<file path="config.mk">
export PLATFORM = sky130hd
export DESIGN_NAME = d_roteador_flat
export DESIGN_NICKNAME = d
export VERILOG_FILES = /design/src/rtl/d_roteador_if.sv /design/src/rtl/d_roteador.sv /design/src/flat_wrapper.sv
export SDC_FILE = /design/constraint.sdc
export NUM_CORES = 1
export LEC_CHECK = 0
export CAP_MARGIN = 20
export CORE_MARGIN = 3
export CORE_UTILIZATION = 45
export CTS_BUF_LIST = sky130_fd_sc_hd__clkbuf_8
export DETAILED_ROUTE_END_ITERATION = 10
export PLACE_DENSITY = 0.7
export SYNTH_ARGS = -nofsm -noshare
export SYNTH_HDL_FRONTEND = slang
export SYNTH_SLANG_ARGS = --single-unit
</file>
<file path="constraint.sdc">
create_clock -name clk -period 1.9 [get_ports clk]
set_clock_uncertainty 0.05 [all_clocks]
set_input_delay 0.38 -clock clk [delete_from_list [all_inputs] [get_ports clk]]
set_output_delay 0.38 -clock clk [all_outputs]
set_load 0.02 [all_outputs]
</file>
<file path="src/rtl/d_roteador_if.sv">
// Request channel into d_roteador: one routing request (data bit + 2-bit select)
// per accepted valid/ready transfer.
interface d_roteador_if;
  logic       in_valid;
  logic       in_ready;
  logic       in_d;
  logic [1:0] in_s;

  modport master (output in_valid, output in_d, output in_s, input in_ready);
  modport slave  (input in_valid, input in_d, input in_s, output in_ready);
endinterface

</file>
<file path="src/rtl/d_roteador.sv">
// Routing controller for the d_fluxo demux: FIFO-buffers requests and presents each
// on d/s for HOLD cycles. Define D_ROTEADOR_GUARD_EN to add a 1-cycle d=0 gap between requests.
module d_roteador #(
  parameter int DEPTH = 4,
  parameter int HOLD  = 4
) (
  input  logic                       clk,
  input  logic                       rst_n,
  d_roteador_if.slave                bus,
  output logic                       d,
  output logic [1:0]                 s,
  output logic                       busy,
  output logic                       done,
  output logic [$clog2(DEPTH+1)-1:0] level
);

  localparam int AW = $clog2(DEPTH);
  localparam int LW = $clog2(DEPTH + 1);
  localparam int CW = (HOLD > 1) ? $clog2(HOLD) : 1;
  localparam logic [CW-1:0] CNT_LAST = CW'(HOLD - 1);
  localparam logic [LW-1:0] LVL_FULL = LW'(DEPTH);

`ifdef D_ROTEADOR_GUARD_EN
  typedef enum logic [1:0] {S_IDLE, S_HOLD, S_GUARD} state_t;
`else
  typedef enum logic [1:0] {S_IDLE, S_HOLD} state_t;
`endif

  state_t          state, next_state;
  logic [2:0]      mem [DEPTH];
  logic [AW-1:0]   wr_ptr, rd_ptr;
  logic [CW-1:0]   cnt;
  logic            push, pop;
  logic [2:0]      head;

  // Full blocks pushes even when a pop happens in the same cycle.
  assign bus.in_ready = (level != LVL_FULL);
  assign push         = bus.in_valid && bus.in_ready;
  assign head         = mem[rd_ptr];
  assign done         = (state == S_HOLD) && (cnt == CNT_LAST);
  assign busy         = (state != S_IDLE);

  always_comb begin
    next_state = state;
    pop        = 1'b0;
    case (state)
      S_IDLE: begin
        if (level != '0) begin
          pop        = 1'b1;
          next_state = S_HOLD;
        end
      end
      S_HOLD: begin
        if (cnt == CNT_LAST) begin
`ifdef D_ROTEADOR_GUARD_EN
          next_state = S_GUARD;
`else
          if (level != '0) begin
            pop        = 1'b1;
            next_state = S_HOLD;
          end else begin
            next_state = S_IDLE;
          end
`endif
        end
      end
`ifdef D_ROTEADOR_GUARD_EN
      S_GUARD: begin
        if (level != '0) begin
          pop        = 1'b1;
          next_state = S_HOLD;
        end else begin
          next_state = S_IDLE;
        end
      end
`endif
      default: next_state = S_IDLE;
    endcase
  end

  // Storage is not reset; only the pointers and level define validity.
  always_ff @(posedge clk) begin
    if (push) begin
      mem[wr_ptr] <= {bus.in_s, bus.in_d};
    end
  end

  always_ff @(posedge clk or negedge rst_n) begin
    if (!rst_n) begin
      state  <= S_IDLE;
      wr_ptr <= '0;
      rd_ptr <= '0;
      level  <= '0;
    end else begin
      state <= next_state;
      if (push) begin
        wr_ptr <= wr_ptr + AW'(1);
      end
      if (pop) begin
        rd_ptr <= rd_ptr + AW'(1);
      end
      case ({push, pop})
        2'b10:   level <= level + LW'(1);
        2'b01:   level <= level - LW'(1);
        default: level <= level;
      endcase
    end
  end

  // d drops to 0 whenever the next cycle is not a presentation cycle; s keeps its last value.
  always_ff @(posedge clk or negedge rst_n) begin
    if (!rst_n) begin
      d   <= 1'b0;
      s   <= 2'b00;
      cnt <= '0;
    end else if (pop) begin
      d   <= head[0];
      s   <= head[2:1];
      cnt <= '0;
    end else if (next_state == S_HOLD) begin
      cnt <= cnt + CW'(1);
    end else begin
      d <= 1'b0;
    end
  end

endmodule

</file>
<file path="src/flat_wrapper.sv">
// flat-port wrapper written by rule: the top's interface ports become plain ports
module d_roteador_flat 
#(
  parameter int DEPTH = 4,
  parameter int HOLD  = 4
)
  (clk, rst_n, d, s, busy, done, level, bus_in_valid, bus_in_d, bus_in_s, bus_in_ready);
  d_roteador_if bus_i ();
  input  logic clk;
  input  logic rst_n;
  output logic d;
  output logic [1:0] s;
  output logic busy;
  output logic done;
  output logic [$clog2(DEPTH+1)-1:0] level;
  input wire logic [$bits(bus_i.in_valid)-1:0] bus_in_valid;
  input wire logic [$bits(bus_i.in_d)-1:0] bus_in_d;
  input wire logic [$bits(bus_i.in_s)-1:0] bus_in_s;
  output wire logic [$bits(bus_i.in_ready)-1:0] bus_in_ready;
  assign bus_i.in_valid = bus_in_valid;
  assign bus_i.in_d = bus_in_d;
  assign bus_i.in_s = bus_in_s;
  assign bus_in_ready = bus_i.in_ready;
  d_roteador #(.DEPTH(DEPTH), .HOLD(HOLD)) u_core (.clk(clk), .rst_n(rst_n), .bus(bus_i), .d(d), .s(s), .busy(busy), .done(done), .level(level));
endmodule
</file>
==> results of run 1 <==
-- cells by family (layout without fill, tap and decap cells) --
logic type / after synthesis / count (layout) / share of synthesized area
buf+inv: 8 / 40 / 0.02598
other cells: 1 / 1 / 0.003244
mux: 6 / 6 / 0.09090
xor+xnor: 6 / 6 / 0.04545
flops: 26 / 26 / 0.6147
fa+ha+maj: 7 / 7 / 0.08225
simple gates: 18 / 18 / 0.1126
compound gates: 5 / 5 / 0.02489
-- worst max-delay path: stages (launching register included) --
cell and delay (ns):
dfrtp_2 0.41, or3b_4 0.40, and2_4 0.15, inv_2 0.05, ha_4 0.12, inv_2 0.04
fa_2 0.34, xor2_1 0.15, nor2_1 0.11, xor2_1 0.15
-- cell type report --
cell class | instances | share of cell area
clock inverters | 1 | 0.002521
clock buffers | 3 | 0.02773
flip-flops and latches | 26 | 0.4798
well taps | 28 | 0.02353
inverters | 8 | 0.02017
repair buffers | 28 | 0.1571
multi-input cells | 43 | 0.2891
-- sequential cells by signal, indices dropped and copies added (netlist names) --
name           flops
u_core.cnt         2
u_core.d           1
u_core.level       3
u_core.mem        12
u_core.rd_ptr      2
u_core.s           2
u_core.state       2
u_core.wr_ptr      2
-- worst paths after layout --
check	depth (start not counted)	slack, ns	to	start
worst max-delay path	9	-0.14	u_core.level[2]	u_core.level[1]
worst max register to register	9	-0.14	u_core.level[2]	u_core.level[1]
min in group clk	1	0.47	u_core.s[1]	u_core.s[1]
worst min register to register	1	0.47	u_core.s[1]	u_core.s[1]
max in group asynchronous	2	1.24	u_core.level[2]	rst_n
worst min-delay path	2	0.37	u_core.s[1]	rst_n
-- what timing repair did --
item	4_1_cts	5_1_grt
pin swaps	2	0
hold endpoints to repair	0	0
resized for setup	7	1
cloned	0	0
setup endpoints to repair	5	3
buffers inserted	1	0
-- cells in the final DEF (no fill, tap or decap), drive strengths merged --
| master | netlist | final |
|---|---|---|
| clkinv | 0 | 1 |
| inv | 8 | 8 |
| a22o | 1 | 1 |
| clkbuf | 0 | 4 |
| or2 | 1 | 1 |
| dlygate4sd2 | 0 | 1 |
| buf | 0 | 15 |
| conb | 1 | 1 |
| mux2 | 3 | 3 |
| dfrtp | 14 | 14 |
| and3 | 4 | 4 |
| nor2b | 1 | 1 |
| xor2 | 4 | 4 |
| a21oi | 1 | 1 |
| clkdlybuf4s50 | 0 | 11 |
| o21ai | 3 | 3 |
| nor2 | 1 | 1 |
| ha | 6 | 6 |
| nor3 | 2 | 2 |
| nand2b | 1 | 1 |
| and3b | 1 | 1 |
| and2 | 1 | 1 |
| edfxtp | 12 | 12 |
| xnor2 | 2 | 2 |
| nand2 | 3 | 3 |
| fa | 1 | 1 |
| nor3b | 1 | 1 |
| or3b | 1 | 1 |
| nor4b | 1 | 1 |
| mux4 | 3 | 3 |
-- power by group --
part	internal [mW]	switching, mW	total, mW	leakage (nW)
logic	0.551	0.434	0.986	0.339
clock network	0.145	0.160	0.304	0.0231
registers	0.787	0.124	0.911	0.276
total	1.48	0.718	2.20	0.638
-- metrics by stage --
stage | hold slack [ns] | setup slack [ns] | setup TNS (ns) | utilization | instance area [sq um]
2_1_floorplan | 0.03441 | -0.2664 | -0.3992 | - | 1175
3_3_place_gp | 0.4365 | -0.1488 | -0.1536 | 0.6244 | 1448
3_5_place_dp | 0.4626 | -0.2004 | -0.2399 | 0.6244 | 1448
4_1_cts | 0.3644 | -0.1536 | -0.1545 | 0.6444 | 1494
5_1_grt | 0.3814 | -0.2715 | -0.3146 | 0.6422 | 1489
6_report | 0.3695 | -0.1391 | -0.1391 | 0.6422 | 1489
-- layer usage --
metal | GRT usage | part of all wire | vias to the layer above
met3 | 0.02989 | 0.043 | 3
met4 | 0.08136 | 0.019 | 0
met2 | 0.2261 | 0.50 | 14
li1 | - | - | 330
met5 | 0 | 0 | -
met1 | 0.1507 | 0.43 | 326
==> impl_metrics.json, run 1 <==
{
  "vias_per_cell": 4.912,
  "total_leakage_power_nw": 0.6380,
  "antenna_left": 0,
  "critPathMaxFanout": 2,
  "route.detailed.drc": 0,
  "synth_nets": 90,
  "status": "finished with violations",
  "yosysSeqAreaShare": 0.6147,
  "cts.clk_slew.worst_paths_ns": 0.08,
  "die-area_sq_um": 3213,
  "grt_pass1_vias": 741,
  "drt_iter0_markers": 13,
  "hold_buffers": 0,
  "dp_cells": 132,
  "clock_path_buffers": 2,
  "synth_area_leader_cell": "edfxtp_1",
  "vias": 673,
  "avgSynthCellArea_sq_um": 15.01,
  "synthCells": 77,
  "ys_warn_count": 0,
  "max_freq_mhz": 490.4,
  "async_flop_share": 0.5385,
  "slew_violations": 0,
  "grt.overflow.total": 0,
  "period_needed_ns": 2.039,
  "gp_congestion": 0.7255,
  "grt_first_pass_wirelength_microns": 3160,
  "violations": "setup timing",
  "nets": 123,
  "multi_input_area_sq_um": 430.4,
  "yosys_most_used_dff": "dfrtp_1",
  "fin_crit_sh": 1.073,
  "yosysTopAreaCellShare": 0.3117,
  "setup_viol": 1,
  "power.density_nw_per_um2": 1478,
  "area.growth.synth_to_final_pct": 28.79,
  "power_mw": 2.201,
  "ys_types": 27,
  "cts.sinks": 26,
  "synthTopCellsByCount": "dfrtp_1 (14), edfxtp_1 (12), inv_1 (8)",
  "cts_max_level": 1,
  "cts_made_buffers": 3,
  "num_io_pins": 15,
  "first_pass_iters": 3,
  "synth-seq-cells": 26,
  "critPathKind": "reg -> reg",
  "die_w_microns": 56.69,
  "antenna_cells": 0,
  "cts_root_buf": "clkbuf_8",
  "antenna_found_initial": 0,
  "track_usage": 0.1334,
  "hpwlAfterDp_microns": 1451,
  "dieHeight_microns": 56.69,
  "synth-edff-count": 12,
  "fillers": 192,
  "rsz0062_at_grt": "true",
  "port_buffers": 14,
  "coreArea_sq_um": 2318,
  "grt_max_degree": 15,
  "critPathRequiredTime_ns": 2.04,
  "start_util": 0.4987,
  "vdd.ir_drop.worst_uv": 940.8,
  "drive_gt1_frac": 0.3670,
  "clk-insertion-delay-late_ns": 0.27,
  "syn_area_sq_um": 1156,
  "end_kind": "flop",
  "crit_arrival_ns": 2.18,
  "final-instance-count-excl-fill": 137,
  "wl_per_cell_microns": 13.34,
  "wirelength_microns": 1828,
  "netlist_top_cells_area": "edfxtp_1 (31%), dfrtp_1 (30%), ha_1 (6.5%)",
  "hold_viol_final": 0,
  "row_count": 17,
  "synthMostInstantiatedCell": "dfrtp_1",
  "final-seq-area_sq_um": 714.4,
  "cts_tree": "built",
  "max-cap-violations": 0,
  "worstHoldPathType": "in -> async",
  "start_kind": "flop",
  "setup_slack_ns": -0.1391
}
Note: power is estimated with default switching activity, not from simulation.
==> run 2: changes to the inputs <==
- CORE_UTILIZATION: 45 -> 50
- PLACE_DENSITY: 0.7 -> 0.76
- REMOVE_ABC_BUFFERS: default -> 1
==> run 2 against run 1 <==
  * The run still ends with setup timing left
  * Via count increased by 0.45%
  * Sequential cell count unchanged
  * Largest cell class unchanged
  * Register-to-register slack improved by 0.03 ns
  * Count of clock-buffer cells in the layout did not move
  * Die area fell by 9.0%
  * Critical path depth is the same
  * Highest routed layer unchanged
  * Global-route usage rose by 2.4 points
  * Critical endpoint unchanged
  * Non-clock buffer count is 1 lower
  * Cell area rose by 0.92%
==> impl_metrics.json, run 2 (synthesized netlist as in run 1, its figures left out) <==
{
  "multi_input_area_sq_um": 430.4,
  "final-seq-area_sq_um": 710.7,
  "dp_slack_ns": -0.2057,
  "vdd.ir_drop.worst_uv": 1048,
  "internal_power_mw": 1.610,
  "grt_first_pass_wirelength_microns": 3056,
  "grt_pass1_vias": 720,
  "tns_ns": -0.1065,
  "grt_max_degree": 16,
  "fin_util": 0.7218,
  "rr_startpoint": "u_core.level[0]",
  "die-area_sq_um": 2925,
  "start_kind": "flop",
  "slew_violations": 0,
  "max-cap-violations": 0,
  "power_frac_comb": 0.423,
  "slowest_delay_ns": 0.40,
  "p_switching_mw": 0.7228,
  "antenna_left": 0,
  "cts_max_level": 1,
  "crit_arrival_ns": 2.15,
  "vias_per_cell": 5.007,
  "period_needed_ns": 2.006,
  "p_seq_frac": 0.384,
  "coreArea_sq_um": 2082,
  "clock_path_buffers": 2,
  "crit_cells": 9,
  "reg2reg_to": "u_core.level[2]",
  "rsz0062_at_grt": "true",
  "cts.sinks": 26,
  "cp_top_family": "simple AND/OR/NAND/NOR gates",
  "r2r_setup_slack_ns": -0.11,
  "drive_gt1_frac": 0.3426,
  "critPathKind": "reg -> reg",
  "end_kind": "flop",
  "total_leakage_power_nw": 0.6496,
  "row_count": 16,
  "gr-usage-met2": 0.2480,
  "largest_reg_flops": 12,
  "grt.overflow.total": 0,
  "port_buffers": 14,
  "crit_slowest_cell": "or3b_4",
  "p_sw_frac": 0.3099,
  "reg2reg_depth": 9,
  "use_met3": 0.02770,
  "track_usage": 0.1575,
  "num_io_pins": 15,
  "first_pass_iters": 4,
  "max_freq_mhz": 498.4,
  "clk-insertion-delay-late_ns": 0.27,
  "vias": 676,
  "fin_crit_sh": 1.056,
  "status": "finished with violations",
  "setup_slack_ns": -0.1065,
  "gr-usage-met1": 0.1876,
  "start_util": 0.5553,
  "cts_setup_buffers": 0,
  "violations": "setup timing",
  "finalInstanceArea_sq_um": 1503,
  "p_clk_frac": 0.193,
  "critPathRequiredTime_ns": 2.05,
  "wirelength_microns": 1861,
  "wl_per_cell_microns": 13.79,
  "crit_end": "u_core.level[2]",
  "critPathMaxFanout": 2,
  "power.density_nw_per_um2": 1552,
  "power_mw": 2.332,
  "path_cells": "or3b_4 > and2_4 > inv_2 > ha_4 > inv_2 > fa_2 > xor2_1 > nor2_1 > xor2_1",
  "fillers": 145,
  "drt_iter0_markers": 8,
  "setup.worst_path.start": "u_core.level[0]",
  "worstHoldPathType": "in -> async",
  "busiest_layer": "met2",
  "final_cell_mix": "dfrtp_1 (14), buf_4 (13), edfxtp_1 (12)",
  "setup_viol": 1,
  "cts_tree": "built",
  "nets": 122,
  "cts.clk_slew.worst_paths_ns": 0.09,
  "cts_root_buf": "clkbuf_8",
  "hpwlAfterDp_microns": 1426,
  "cts_made_buffers": 3,
  "gp_congestion": 0.7151,
  "antenna_cells": 0,
  "antenna_found_initial": 0,
  "dieHeight_microns": 54.09,
  "area.growth.synth_to_final_pct": 29.98,
  "worst-path-buf-inv": 2,
  "biggestRegsByFlops": "u_core.mem x12, u_core.level x3",
  "route.detailed.drc": 0,
  "final_common_cell": "dfrtp_1",
  "hold_viol_final": 0,
  "regMostFlops": "u_core.mem",
  "place_area_sq_um": 1428,
  "die_w_microns": 54.09
}
## run 2: changes by cell type in the layout (fill, tap and decap cells not counted)
| cell | delta |
|---|---|
| buf_4 | -1 |
| clkbuf_2 | -1 |
| dfrtp_1 | +3 |
| dfrtp_2 | -3 |
| buf_2 | +1 |
| bufinv_16 | +1 |
| clkinv_1 | -1 |
## run 2: worst min-delay path by stage
stage | startpoint | to | slack [ns]
finish | rst_n | u_core.rd_ptr[1] | 0.38
global route | rst_n | u_core.s[1] | 0.38
CTS | rst_n | u_core.s[1] | 0.38
detailed placement | u_core.d | u_core.d | 0.45
global placement | u_core.d | u_core.d | 0.44
floorplan | rst_n | u_core.cnt[0] | 0.03
## run 2: what timing repair did
action,CTS,global route
hold endpoints to repair,0,0
gates resized for setup,13,2
pin swaps,5,7
hold buffers,0,0
setup endpoints to repair,5,4
## run 2: routing by layer
layer | routed length [microns] | part of all wire | vias to the layer above
met5 | 0 | 0 | -
met4 | 55 | 0.030 | 0
met3 | 62 | 0.033 | 5
met2 | 940 | 0.51 | 12
met1 | 803 | 0.43 | 327
li1 | - | - | 332
## run 2: final cells by class
cell class	instances	share of cell area
Clock buffer	3	0.02748
Timing Repair Buffer	27	0.1507
Tap cell	27	0.02248
Clock inverter	1	0.01998
Inverter	8	0.01998
Sequential cell	26	0.4729
Multi-Input combinational cell	43	0.2864
## run 2: power by group through the flow
stage / logic, mW / registers, mW / clock network (mW)
after floorplan: 0.486 / 0.987 / 0
after global placement: 0.937 / 0.905 / 0
after detailed placement: 0.977 / 0.911 / 0
after CTS: 1.01 / 0.899 / 0.462
after global routing: 1.10 / 0.919 / 0.481
final: 0.988 / 0.896 / 0.449
## run 2: worst register-to-register path: stages (launching register included)
cell and delay, ns:
dfrtp_1 0.39, or3b_4 0.40, and2_4 0.17, inv_2 0.06
ha_4 0.12, inv_2 0.03, fa_2 0.32, xor2_1 0.14
nor2_1 0.11, xor2_1 0.14
## run 2: metrics by stage
stage	hold WS, ns	std cells
after floorplan	0.03441	77
after global routing	0.3769	135
after global placement	0.4368	131
after CTS	0.3803	135
after detailed placement	0.4454	131
final	0.3761	135
==> run 3: changes to the inputs <==
- REMOVE_ABC_BUFFERS: 1 -> default
==> run 3 against run 2 <==
  * The flow still finishes with violations (setup timing)
  * Cell area up 1.9%
  * First-iteration DRC count down 13%
  * Via count up 3.3%
  * Register-to-register slack worse by 0.03 ns
  * Non-clock buffer count up 2
  * Sequential share of layout area down 0.64 points
  * Clock power up 0.9%
  * Cell count up 1.5%
  * Critical endpoint unchanged
==> impl_metrics.json, run 3 (synthesized netlist as in run 1, its figures left out) <==
{
  "crit_arrival_ns": 2.18,
  "first_pass_iters": 2,
  "antenna_found_initial": 0,
  "path_cells": "or3b_4 > and2_4 > inv_2 > ha_4 > inv_2 > fa_2 > xor2_1 > nor2_1 > xor2_1",
  "nets": 124,
  "setup_slack_ns": -0.1411,
  "die_w_microns": 54.09,
  "reg2reg_to": "u_core.level[2]",
  "grt_pass1_vias": 752,
  "critPathRequiredTime_ns": 2.04,
  "gp_congestion": 0.7395,
  "start_kind": "flop",
  "cts_root_buf": "clkbuf_8",
  "antenna_left": 0,
  "crit_end": "u_core.level[2]",
  "vias": 698,
  "hold_viol_final": 0,
  "antenna_cells": 0,
  "row_count": 16,
  "grt_first_pass_wirelength_microns": 3498,
  "status": "finished with violations",
  "p_seq_frac": 0.386,
  "cts_max_level": 1,
  "p_clk_frac": 0.190,
  "worstHoldPathType": "in -> async",
  "multi_input_area_sq_um": 435.4,
  "die-area_sq_um": 2925,
  "rsz0062_at_grt": "true",
  "fin_crit_sh": 1.074,
  "route.detailed.drc": 0,
  "vias_per_cell": 5.095,
  "rr_startpoint": "u_core.level[1]",
  "fin_util": 0.7356,
  "power.density_nw_per_um2": 1557,
  "wirelength_microns": 1970,
  "regMostFlops": "u_core.mem",
  "hold_ws_ns": 0.3777,
  "track_usage": 0.1777,
  "p_switching_mw": 0.7548,
  "final-seq-area_sq_um": 714.4,
  "fillers": 139,
  "dieHeight_microns": 54.09,
  "drt_iter0_markers": 7,
  "critPathMaxFanout": 2,
  "biggestRegsByFlops": "u_core.mem x12, u_core.level x3",
  "wl_per_cell_microns": 14.38,
  "vdd.ir_drop.worst_uv": 976.3,
  "num_io_pins": 15,
  "slew_violations": 0,
  "clock_path_buffers": 2,
  "end_kind": "flop",
  "cts.clk_slew.worst_paths_ns": 0.09,
  "internal_power_mw": 1.630,
  "violations": "setup timing",
  "max-cap-violations": 0,
  "period_needed_ns": 2.041,
  "crit_slowest_cell": "dfrtp_2",
  "cts_made_buffers": 3,
  "port_buffers": 14,
  "area.growth.synth_to_final_pct": 32.47,
  "reg2reg_depth": 9,
  "max_freq_mhz": 489.9,
  "power_mw": 2.385,
  "drive_gt1_frac": 0.3909,
  "slowest_delay_ns": 0.42,
  "total_leakage_power_nw": 0.6559,
  "r2r_setup_slack_ns": -0.14,
  "cts.sinks": 26,
  "setup.worst_path.start": "u_core.level[1]",
  "cts_tree": "built",
  "grt_max_degree": 16,
  "grt.overflow.total": 0,
  "coreArea_sq_um": 2082,
  "hpwlAfterDp_microns": 1431,
  "final_cell_mix": "buf_4 (15), edfxtp_1 (12), dfrtp_1 (11)",
  "critPathKind": "reg -> reg",
  "power_frac_comb": 0.424,
  "p_sw_frac": 0.3165,
  "largest_reg_flops": 12,
  "start_util": 0.5553,
  "final_common_cell": "buf_4",
  "clk-insertion-delay-late_ns": 0.27,
  "setup_viol": 1
}
==> run 3: per-stage QoR <==
step	instance area (sq um)	std cells	TNS [ns]	setup WS [ns]
6_report	1531	137	-0.1411	-0.1411
5_1_grt	1531	137	-0.3152	-0.2722
4_1_cts	1519	136	-0.1883	-0.1600
3_5_place_dp	1446	131	-0.2072	-0.1743
3_3_place_gp	1446	131	-0.1467	-0.1456
2_1_floorplan	1175	77	-0.3992	-0.2664
==> run 3: cell type report <==
cell class                      count  area share
Clock buffer                        3     0.02696
Sequential cell                    26      0.4665
Multi-Input combinational cell     43      0.2843
Inverter                            8     0.01961
Tap cell                           27     0.02206
Timing Repair Buffer               29      0.1609
Clock inverter                      1     0.01961
==> run 3: critical path: cells and delay by family (launching register included) <==
family,cells,cell delay [ns]
flip-flops,1,0.42
adder cells (fa/ha/maj),2,0.44
XOR/XNOR,2,0.29
buffers and inverters,2,0.08
AND/OR/NAND/NOR,3,0.67
==> run 3: timing repair <==
item                                    in CTS  in global routing
pin swaps                                    5                  4
resized for setup                            9                  1
buffers inserted                             1                  1
hold buffers                                 0                  0
endpoints found under the setup margin       5                  2
==> run 3: how the worst min path moves through the flow <==
| stage | from | end | slack [ns] | cells past startpoint |
|---|---|---|---|---|
| 3_3_place_gp | u_core.d | u_core.d | 0.44 | 1 |
| 2_1_floorplan | rst_n | u_core.cnt[0] | 0.03 | 0 |
| 6_report | rst_n | u_core.rd_ptr[0] | 0.38 | 2 |
| 3_5_place_dp | u_core.d | u_core.d | 0.44 | 1 |
| 4_1_cts | rst_n | u_core.cnt[0] | 0.39 | 2 |
| 5_1_grt | rst_n | u_core.d | 0.38 | 2 |
==> run 3: layer usage <==
layer / part of all wire / track usage / vias up
met5: 0 / 0 / -
met3: 0.021 / 0.01939 / 5
met4: 0.023 / 0.09959 / 0
met1: 0.44 / 0.2099 / 350
met2: 0.52 / 0.3125 / 11
li1: - / - / 332
==> run 3: power groups by stage <==
stage | registers, mW | clock network, mW | logic [mW]
floorplan | 0.994 | 0 | 0.514
global placement | 0.916 | 0 | 0.959
detailed placement | 0.927 | 0 | 1.00
CTS | 0.922 | 0.460 | 1.01
global route | 0.946 | 0.478 | 1.14
finish | 0.920 | 0.453 | 1.01
